===== config.mk =====
export PLATFORM = sky130hd
export DESIGN_NAME = seg_scan_driver
export DESIGN_NICKNAME = d
export VERILOG_FILES = /design/src/rtl/seg_scan_driver.sv
export SDC_FILE = /design/constraint.sdc
export NUM_CORES = 1
export LEC_CHECK = 0
export CAP_MARGIN = 0
export CORE_AREA = 2 2 93 68
export CTS_BUF_LIST = sky130_fd_sc_hd__clkbuf_16
export DETAILED_ROUTE_END_ITERATION = 12
export DIE_AREA = 0 0 95 70
export HOLD_SLACK_MARGIN = 0.05
export PLACE_DENSITY_LB_ADDON = 0.05
export SLEW_MARGIN = 10
export SYNTH_ARGS = -nofsm -noshare
export SYNTH_HDL_FRONTEND = slang
export SYNTH_SLANG_ARGS = --single-unit

===== constraint.sdc =====
create_clock -name clk -period 3.05 [get_ports clk]
set_input_delay 0.305 -clock clk [delete_from_list [all_inputs] [get_ports clk]]
set_output_delay 0.305 -clock clk [all_outputs]
set_load 0.01 [all_outputs]

===== src/rtl/seg_scan_driver.sv =====
`default_nettype none
// ============================================================================
//  Module      : seg_scan_driver
//  Description : Time-multiplexed driver for a common-anode 4-digit 7-segment
//                display. Scans the four digit slots with a blanking dead
//                time at the start of each slot. Takes a frame-coherent
//                snapshot of the digit inputs, decodes them as hex, and
//                supports a per-digit decimal point and optional
//                leading-zero blanking.
//  Ports       : clk          system clock
//                reset        synchronous, active-high reset
//                units        digit 0 value (rightmost)
//                tens         digit 1 value
//                hundreds     digit 2 value
//                thousands    digit 3 value (leftmost)
//                dp_en        decimal-point enable, bit i = digit i
//                lz_blank     1 = blank leading zeros
//                SEG          {dp,g,f,e,d,c,b,a}, active-low
//                DIGIT        anode enables, bit i = digit i, active-low
//                frame_start  one-cycle pulse at the start of each frame
//  Revision    : 1.0  initial release
// ============================================================================
module seg_scan_driver #(
    parameter int SCAN_DIV = 50000,  // clock cycles per digit slot (>= 4)
    parameter int DEAD     = 500     // dark cycles at the start of each slot
) (
    input  logic       clk,
    input  logic       reset,
    input  logic [3:0] units,
    input  logic [3:0] tens,
    input  logic [3:0] hundreds,
    input  logic [3:0] thousands,
    input  logic [3:0] dp_en,
    input  logic       lz_blank,
    output logic [7:0] SEG,
    output logic [3:0] DIGIT,
    output logic       frame_start
);

    localparam int CNT_W = $clog2(SCAN_DIV);

    localparam logic [CNT_W-1:0] c_cnt_last = CNT_W'(SCAN_DIV - 1);
    localparam logic [CNT_W-1:0] c_dead     = CNT_W'(DEAD);

    // Scan position
    logic [CNT_W-1:0] r_cnt;
    logic [1:0]       r_idx;

    // Frame snapshot; digits packed as {thousands, hundreds, tens, units}
    logic [15:0]      r_snap_val;
    logic [3:0]       r_snap_dp;
    logic             r_snap_lz;

    logic             w_frame_edge;
    logic             w_lit;
    logic [3:0]       w_cur_val;
    logic             w_blank;
    logic [6:0]       w_seg_lo;

    // Hex to active-low {g,f,e,d,c,b,a}
    function automatic logic [6:0] hex_to_seg(input logic [3:0] v);
        logic [6:0] s;
        case (v)
            4'h0:    s = 7'h40;
            4'h1:    s = 7'h79;
            4'h2:    s = 7'h24;
            4'h3:    s = 7'h30;
            4'h4:    s = 7'h19;
            4'h5:    s = 7'h12;
            4'h6:    s = 7'h02;
            4'h7:    s = 7'h78;
            4'h8:    s = 7'h00;
            4'h9:    s = 7'h10;
            4'hA:    s = 7'h08;
            4'hB:    s = 7'h03;
            4'hC:    s = 7'h46;
            4'hD:    s = 7'h21;
            4'hE:    s = 7'h06;
            default: s = 7'h0E;
        endcase
        return s;
    endfunction

    // The snapshot is taken at the edge that ends the first cycle of a frame.
    assign w_frame_edge = (r_idx == 2'd0) && (r_cnt == '0);
    assign w_lit        = (r_cnt >= c_dead);
    assign w_cur_val    = r_snap_val[{r_idx, 2'b00} +: 4];

    // A digit is a leading zero when it and every digit to its left are zero.
    // The units digit is always shown so that a zero value still displays "0".
    always_comb begin
        w_blank = 1'b0;
        case (r_idx)
            2'd3: w_blank = r_snap_lz && (r_snap_val[15:12] == 4'h0);
            2'd2: w_blank = r_snap_lz && (r_snap_val[15:8] == 8'h00);
            2'd1: w_blank = r_snap_lz && (r_snap_val[15:4] == 12'h000);
            default: w_blank = 1'b0;
        endcase
    end

    assign w_seg_lo = w_blank ? 7'h7F : hex_to_seg(w_cur_val);

    always_ff @(posedge clk) begin
        if (reset) begin
            r_cnt       <= '0;
            r_idx       <= 2'd0;
            r_snap_val  <= 16'h0000;
            r_snap_dp   <= 4'h0;
            r_snap_lz   <= 1'b0;
            SEG         <= 8'hFF;
            DIGIT       <= 4'hF;
            frame_start <= 1'b0;
        end else begin
            if (r_cnt == c_cnt_last) begin
                r_cnt <= '0;
                r_idx <= r_idx + 2'd1;
            end else begin
                r_cnt <= r_cnt + 1'b1;
            end

            if (w_frame_edge) begin
                r_snap_val <= {thousands, hundreds, tens, units};
                r_snap_dp  <= dp_en;
                r_snap_lz  <= lz_blank;
            end

            // Outputs are registered from the current scan state, giving one
            // cycle of latency; cnt==0 is always dark since DEAD >= 1.
            if (w_lit) begin
                SEG   <= {~r_snap_dp[r_idx], w_seg_lo};
                DIGIT <= ~(4'b0001 << r_idx);
            end else begin
                SEG   <= 8'hFF;
                DIGIT <= 4'hF;
            end

            frame_start <= w_frame_edge;
        end
    end

endmodule
`default_nettype wire


# Word level (Yosys, flattened, before mapping)
# Memory sizes are Yosys's and may differ from the RTL's. A register that Yosys moved wholly into a read port is not among the register bits.
# Cells that the tools add are included.
dict set report totals {
  register_bits 45
  romBits 112
  input_bits 23
  out_inout_bits 13
  word_cells 37
  mem_count 1
}
dict set report op_classes {
  add_sub_neg 2
  magnitude_cmp 2
  n_eq_ne 4
  shifts 2
  muxes 3
  n_bitwise 3
  reduce_logical 12
}
# memory words word_bits read_ports rd_clocked_by_memory_dff write_ports line
set memory_table {}
lappend memory_table {{(no name shown)} 16 7 1 1 0 63} ;# case (v)
# operator count
set op_table {}
lappend op_table {{16-bit by 1-bit adder with 16-bit output, second input constant} 1}
lappend op_table {{16-bit equality test, second input constant} 1}
lappend op_table {{16-bit by 9-bit >= comparator with 1-bit output, second input constant} 1}
lappend op_table {{16-bit logical NOT} 1}
lappend op_table {{16-bit by 5-bit variable part select with 4-bit output} 1}
lappend op_table {{12-bit logical NOT} 1}
lappend op_table {{8-bit logical NOT} 1}
lappend op_table {{2-bit equality test, second input constant} 2}
lappend op_table {{1-bit logical AND} 4}
lappend op_table {{4-bit logical NOT} 1}
lappend op_table {{4-bit inverter} 1}
lappend op_table {{2-bit OR reduction} 2}
lappend op_table {{1-bit by 2-bit left shift with 4-bit output, first input constant} 1}
lappend op_table {{2-bit by 3-bit less-than comparator with 1-bit output, second input constant} 1}
lappend op_table {{1-bit case mux with 3 select lines} 1}
lappend op_table {{3-bit OR reduction} 1}
lappend op_table {{2-bit by 1-bit adder with 2-bit output, second input constant} 1}
lappend op_table {{1-bit binary-select mux with 2-bit select} 1}
lappend op_table {{2-bit by 1-bit equality test with 1-bit output, second input constant} 1}
lappend op_table {{2-bit logical NOT} 1}
lappend op_table {{1-bit inverter} 2}
lappend op_table {{1-bit two-way mux} 1}

# Longest topological paths before layout
# Gate-level depths: netlist of the first run.
dict set report logic_depth {
  word_depth 4
  mapped_depth 9
  ltp_nobuf 7
}

# Worst setup path after synthesis of the first run
# No wires, ideal clock.
dict set report synth_timing {
  kind {reg2reg}
  from {register r_idx[0]}
  to {register r_snap_dp[3]}
  setup_ns 0.132
  arrival_time_ns 2.071
  required_ns 2.918
  slack_ns 0.847
  stages_incl_launch_ff 10
  n_path_buf 2
  period_less_slack_ns 2.203
  path_cell_list {dfxtp_1 > buf_1 > inv_1 > ha_1 > nor4bb_1 > nand2_1 > or4_1 > clkbuf_1 > nand2_1 > a21oi_1}
}
dict set report synth_via {
  elab_chain_len 2
}
# item line
set synth_lines {}
lappend synth_lines {{start: declaration} 47} ;# logic [1:0] r_idx;
lappend synth_lines {{start signal: assignment} 116} ;# r_idx <= r_idx + 2'd1;
lappend synth_lines {{2-bit logical NOT} 85} ;# assign w_frame_edge = (r_idx == 2'd0) && (r_cnt == '0);
lappend synth_lines {{1-bit logical AND} 85}
lappend synth_lines {{end signal: assignment} 123} ;# r_snap_dp <= dp_en;
lappend synth_lines {{end: declaration} 51} ;# logic [3:0] r_snap_dp;
# No other way between the ends.
# A chain may end at the register's enable or synchronous reset.

# Final worst setup path of the first run
dict set report layout_timing {
  from {register r_idx[0]}
  to {register r_snap_dp[2]}
}
# Same word-level chain as after synthesis.

==> results.sh, run 1 <==
export IMPL_antenna_found_initial=0
export IMPL_async_reset_ff_share_pct=0
export IMPL_die_area_um2=6650
export IMPL_highest_layer="met4"
export IMPL_start_util_pct=42.89
export IMPL_fin_crit_ns=2.308
export IMPL_max_cap_violations=0
export IMPL_place_hpwl_um=3716
export IMPL_rr_worst_depth=7
export IMPL_syn_num_nets=323
export IMPL_vias_per_cell=4.889
export IMPL_utilization_pct=51.44
export IMPL_nNetsFinal=355
export IMPL_synth_edf_count=0
export IMPL_fmax_mhz=433.3
export IMPL_finalSetupViolations=0
export IMPL_placed_cell_area_um2=2904
export IMPL_numPortBuffers=35
export IMPL_peakVddDrop_mv=0.2818
export IMPL_avgSynthCellArea_um2=8.841
export IMPL_ios=36
export IMPL_grt_max_degree=25
export IMPL_max_slew_margin_pct=55.48
export IMPL_r2r_slack_ns=0.74
export IMPL_power_density_nw_per_um2=479.2
export IMPL_final_cell_area_um2=3043
export IMPL_rows=24
export IMPL_r2r_end="r_snap_dp[2]"
export IMPL_min_to="r_snap_dp[3]"
export IMPL_nFillCells=571
export IMPL_wl_met3_um=277
export IMPL_synthFlopType="dfxtp_1"
export IMPL_htree_levels=2
export IMPL_hp_class="flip-flop to flip-flop"
export IMPL_place_gp_congestion=0.7856
export IMPL_multi_input_area_um2=1351
export IMPL_layout_common_cells="67 x nand2_1, 52 x dfxtp_1, 35 x clkdlybuf4s50_1"
export IMPL_outcome="complete, no violations"
export IMPL_clock_skew_final_ns=0.003797
export IMPL_tightest_slew_ns=0.6679
export IMPL_clk_path_buf_depth=2
export IMPL_final_setup_tns_ns=0
export IMPL_grtUsageTotal_pct=16.59
export IMPL_final_common_cell="nand2_1"
export IMPL_wl_met1_um=2909
export IMPL_synth_cell_types=38
export IMPL_grt_overflow_total=0
export IMPL_cp_arrival_ns=2.47
export IMPL_antenna_cells=0
export IMPL_path_max_fanout=21
export IMPL_cts_made_buffers=5
export IMPL_area_growth_pct=19.92
export IMPL_syn_area_um2=2537
export IMPL_cts_root_buf="clkbuf_16"
export IMPL_firstDrtPassIters=4
export IMPL_coreArea_um2=5916
export IMPL_ys_ff_latch=52
export IMPL_critical_path_class="flip-flop to flip-flop"
export IMPL_p_leak_nw=1.141
export IMPL_cts_reportedPaths_clkPinSlew_ns=0.07
export IMPL_cts_setup_buffers=0
export IMPL_drt_antenna_violating_nets=0
export IMPL_fin_ws_ns=0.7422
export IMPL_timing_rr_start="r_idx[0]"
export IMPL_cts_hold_buf=0
export IMPL_post_route_period_util_pct=75.67
export IMPL_cp_start_kind="flip-flop"
export IMPL_critPathCaptureType="flip-flop"
export IMPL_slew_violations=0
export IMPL_drive_above_1_share_pct=7.187
export IMPL_hp_start="r_snap_dp[3]"
export IMPL_cp_required_ns=3.22
export IMPL_pre_cts_ws_ns=0.7688
export IMPL_drc=0
export IMPL_yosysWarnings=0
export IMPL_dr_wl_met2_um=1794
export IMPL_cts_sinks=52
export IMPL_vias=1946
export IMPL_grt_pass1_wl_um=8776
export IMPL_worstSkewPairLatency_ns=0.28
export IMPL_wl_per_cell_um=12.58
export IMPL_regArea_um2=1041
export IMPL_finalHoldViolations=0
export IMPL_ys_seq_area_share_pct=41.03
export IMPL_min_path_cells=2
export IMPL_die_w_um=95
export IMPL_die_h_um=70
export IMPL_routed_wl_um=5008
export IMPL_drt_iter0_drc=45
export IMPL_grt_pass1_vias=1824
export IMPL_cts_tree="yes"
export IMPL_syn_inst=287
export IMPL_rsz0062_at_grt="no"
export IMPL_post_cts_resized=0
## layout make-up
cell class              count  area share [%]
multi-input cells         212           44.41
clock inverters             3          0.4523
inverters                   9           1.110
repair buffers             39           12.50
clock buffers               5           4.112
well taps                  78           3.207
flip-flops and latches     52           34.21
## registers in the layout (all words and copies together) (netlist names)
register,flops
r_idx,2
r_cnt,16
frame_start,1
DIGIT,4
r_snap_val,16
SEG,8
r_snap_lz,1
r_snap_dp,4
## critical path, stage by stage (launching register included)
cell and delay [ns]:
dfxtp_1 0.31, inv_1 0.15, ha_1 0.21, nor4bb_1 0.37, nand2_1 0.13, or4_1 0.76
nand2_1 0.19, a21oi_1 0.07
## power breakdown
part	internal [mW]	switching, mW
combinational	0.0868	0.0983
clock	0.299	0.238
sequential	0.709	0.0272
## cells in the mapped netlist, types with 2 or more instances
cell | n | area (um2)
mux2i_1 | 3 | 30.03
mux4_2 | 5 | 112.6
o211ai_1 | 4 | 30.03
dfxtp_1 | 52 | 1041
nand3b_1 | 2 | 15.01
nor3_1 | 6 | 30.03
o21ai_0 | 8 | 40.04
inv_1 | 9 | 33.78
a21oi_1 | 24 | 120.1
xor2_1 | 11 | 96.34
nor4_1 | 2 | 12.51
nand3_1 | 8 | 40.04
or4_1 | 2 | 15.01
nor2_1 | 25 | 93.84
nand2_1 | 67 | 251.5
o311ai_1 | 2 | 17.52
bufbuf_16 | 2 | 65.06
nand2b_1 | 3 | 18.77
ha_1 | 13 | 162.7
clkbuf_1 | 6 | 22.52
buf_1 | 2 | 7.510
xnor2_1 | 8 | 70.07
and3_1 | 3 | 18.77
buf_2 | 3 | 15.01
nand4_1 | 4 | 25.02
## how the worst max path moves through the flow
stage	start	end	slack [ns]
CTS	r_idx[0]	r_snap_val[9]	0.75
detailed placement	r_idx[0]	r_snap_val[9]	0.77
finish	r_idx[0]	r_snap_dp[2]	0.74
global route	r_idx[0]	r_snap_val[14]	0.56
global placement	r_idx[1]	r_snap_dp[0]	0.80
floorplan	r_idx[0]	r_snap_dp[3]	0.85
## stage by stage
stage | cells | power [mW] | hold WS, ns
final | 398 | 1.458 | 0.4468
after global routing | 398 | 1.536 | 0.4689
after CTS | 398 | 1.472 | 0.4491
after detailed placement | 390 | 0.9381 | 0.4416
after global placement | 390 | 0.9388 | 0.4360
after floorplan | 287 | 0.8762 | 0.4269
## kinds of logic after synthesis
group / Yosys count / synth area share, %
simple gates: 129 / 23.77
flops: 52 / 41.03
compound gates: 43 / 10.65
buf+inv: 23 / 5.966
xor+xnor: 19 / 6.558
fa+ha+maj: 13 / 6.410
mux: 8 / 5.621
## routing by layer
| metal | vias to the layer above | track usage [%] |
|---|---|---|
| met5 | - | 0 |
| met4 | 0 | 3.060 |
| met3 | 2 | 4.099 |
| met2 | 43 | 21.20 |
| met1 | 862 | 27.55 |
| li1 | 1039 | - |
Note: power is estimated with default switching activity, not from simulation.
==> run 2, diff against run 1 <==
==> constraint.sdc (replaced) <==
create_clock -name clk -period 2.1 [get_ports clk]
set_input_delay 0.21 -clock clk [delete_from_list [all_inputs] [get_ports clk]]
set_output_delay 0.21 -clock clk [all_outputs]
set_load 0.01 [all_outputs]
==> results.sh, run 2 (same netlist as run 1, synthesis figures left out) <==
export IMPL_clk_path_buf_depth=2
export IMPL_critical_path_class="flip-flop to flip-flop"
export IMPL_layout_common_cells="67 x nand2_1, 50 x dfxtp_1, 35 x clkdlybuf4s50_1"
export IMPL_grt_max_degree=25
export IMPL_wl_met1_um=3116
export IMPL_grt_pass1_wl_um=8956
export IMPL_power_density_nw_per_um2=686.6
export IMPL_outcome="complete, no violations"
export IMPL_cp_required_ns=2.26
export IMPL_ios=36
export IMPL_vias=1984
export IMPL_hp_class="flip-flop to flip-flop"
export IMPL_drt_antenna_violating_nets=0
export IMPL_antenna_found_initial=0
export IMPL_final_common_cell="nand2_1"
export IMPL_switching_share_pct=26.07
export IMPL_cts_sinks=52
export IMPL_grtUsageTotal_pct=17.32
export IMPL_cp_arrival_ns=2.14
export IMPL_place_gp_congestion=0.8254
export IMPL_combPwrFrac_pct=13.1
export IMPL_fmax_mhz=503.6
export IMPL_firstDrtPassIters=4
export IMPL_cp_start_kind="flip-flop"
export IMPL_cpPeakStageDelay_ns=0.51
export IMPL_post_route_period_util_pct=94.55
export IMPL_drc=0
export IMPL_switching_power_mw=0.5681
export IMPL_die_w_um=95
export IMPL_slew_violations=0
export IMPL_nNetsFinal=365
export IMPL_htree_levels=2
export IMPL_p_int_mw=1.611
export IMPL_reg_top3="r_cnt x16, r_snap_val x16, SEG x8"
export IMPL_finalSetupViolations=0
export IMPL_peakVddDrop_mv=0.3600
export IMPL_finalHoldViolations=0
export IMPL_cts_made_buffers=5
export IMPL_drt_iter0_drc=56
export IMPL_cts_reportedPaths_clkPinSlew_ns=0.07
export IMPL_power_total_mw=2.179
export IMPL_grt_overflow_total=0
export IMPL_critPathSlowestCell="or4b_1"
export IMPL_die_h_um=70
export IMPL_vias_per_cell=4.863
export IMPL_highest_layer="met4"
export IMPL_max_slew_margin_pct=68.58
export IMPL_placed_cell_area_um2=2990
export IMPL_coreArea_um2=5916
export IMPL_grt_pass1_vias=1761
export IMPL_die_area_um2=6650
export IMPL_critPathCaptureType="flip-flop"
export IMPL_antenna_cells=0
export IMPL_place_hpwl_um=3899
export IMPL_instances_no_fill=408
export IMPL_p_seq_share_pct=49.0
export IMPL_worstSkewPairLatency_ns=0.29
export IMPL_place_inst=399
export IMPL_dr_wl_met2_um=1941
export IMPL_wl_met3_um=244
export IMPL_cts_root_buf="clkbuf_16"
export IMPL_clock_skew_final_ns=0.007073
export IMPL_area_growth_pct=25.10
export IMPL_p_leak_nw=1.207
export IMPL_rows=24
export IMPL_wl_per_cell_um=13.12
export IMPL_path_max_fanout=7
export IMPL_worstPathCellList="or4b_1 > or3_4 > a31oi_4 > a21boi_4 > o311ai_2"
export IMPL_drive_above_1_share_pct=12.12
export IMPL_final_cell_area_um2=3174
export IMPL_numPortBuffers=35
export IMPL_path_buf_inv=0
export IMPL_crit_family="simple AND/OR/NAND/NOR gates"
export IMPL_max_cap_violations=0
export IMPL_routed_wl_um=5351
export IMPL_tightest_slew_ns=0.4677
export IMPL_start_util_pct=42.89
export IMPL_cts_tree="yes"
export IMPL_p_clk_share_pct=37.9
export IMPL_fin_crit_ns=1.986
## run 2: cell count changes in the layout (fill, tap and decap cells not counted), sizes merged
cell    before  now
buf          4   14
clkinv       3    2
inv          9   10
## run 2: final timing paths
| kind | slack (ns) | endpoint | startpoint | cells past startpoint |
|---|---|---|---|---|
| worst max-delay path | 0.11 | SEG[5] | r_cnt[10] | 5 |
| worst min-delay path | 0.45 | r_snap_dp[3] | r_snap_dp[3] | 2 |
| worst max register to register | 0.11 | SEG[5] | r_cnt[10] | 5 |
| worst min register to register | 0.45 | r_snap_dp[3] | r_snap_dp[3] | 2 |
## run 2: cell type report
cell class / instances / area (um2)
clock buffer: 5 / 125.1
tap: 78 / 97.59
timing repair buffer: 49 / 467.9
fill: 554 / 2741
inverter: 9 / 33.78
multi-input combinational: 212 / 1381
sequential: 52 / 1046
clock inverter: 3 / 22.52
## run 2: power by group through the flow
stage	clock [mW]	combinational [mW]	sequential (mW)
finish	0.825	0.286	1.07
detailed placement	0	0.281	1.09
global placement	0	0.283	1.09
floorplan	0	0.195	1.08
global route	0.895	0.321	1.08
CTS	0.844	0.282	1.07
## run 2: timing repair
item,4_1_cts,5_1_grt
endpoints found under the setup margin,0,15
buffers inserted,0,1
hold buffers,0,0
resized for setup,0,6
## run 2: layer usage
layer  track usage, %  up-vias
met2            20.80       45
met4            5.314        0
met3            4.207        5
met5                0        -
met1            29.07      875
li1                 -     1059
## run 2: per-stage QoR
| step | hold slack, ns | setup slack, ns | util [%] | TNS, ns |
|---|---|---|---|---|
| global placement | 0.4415 | 0.08062 | 50.55 | 0 |
| finish | 0.4523 | 0.1145 | 53.66 | 0 |
| detailed placement | 0.4461 | 0.06889 | 50.55 | 0 |
| CTS | 0.4557 | 0.05511 | 53.05 | 0 |
| floorplan | 0.3505 | 0.04806 | - | 0 |
| global route | 0.4540 | -0.01175 | 53.66 | -0.01175 |
## run 2: worst reg2reg max path, cell delays in order (launching register included)
cell	delay (ns)
dfxtp_4	0.36
or4b_1	0.51
or3_4	0.35
a31oi_4	0.18
a21boi_4	0.31
o311ai_2	0.15
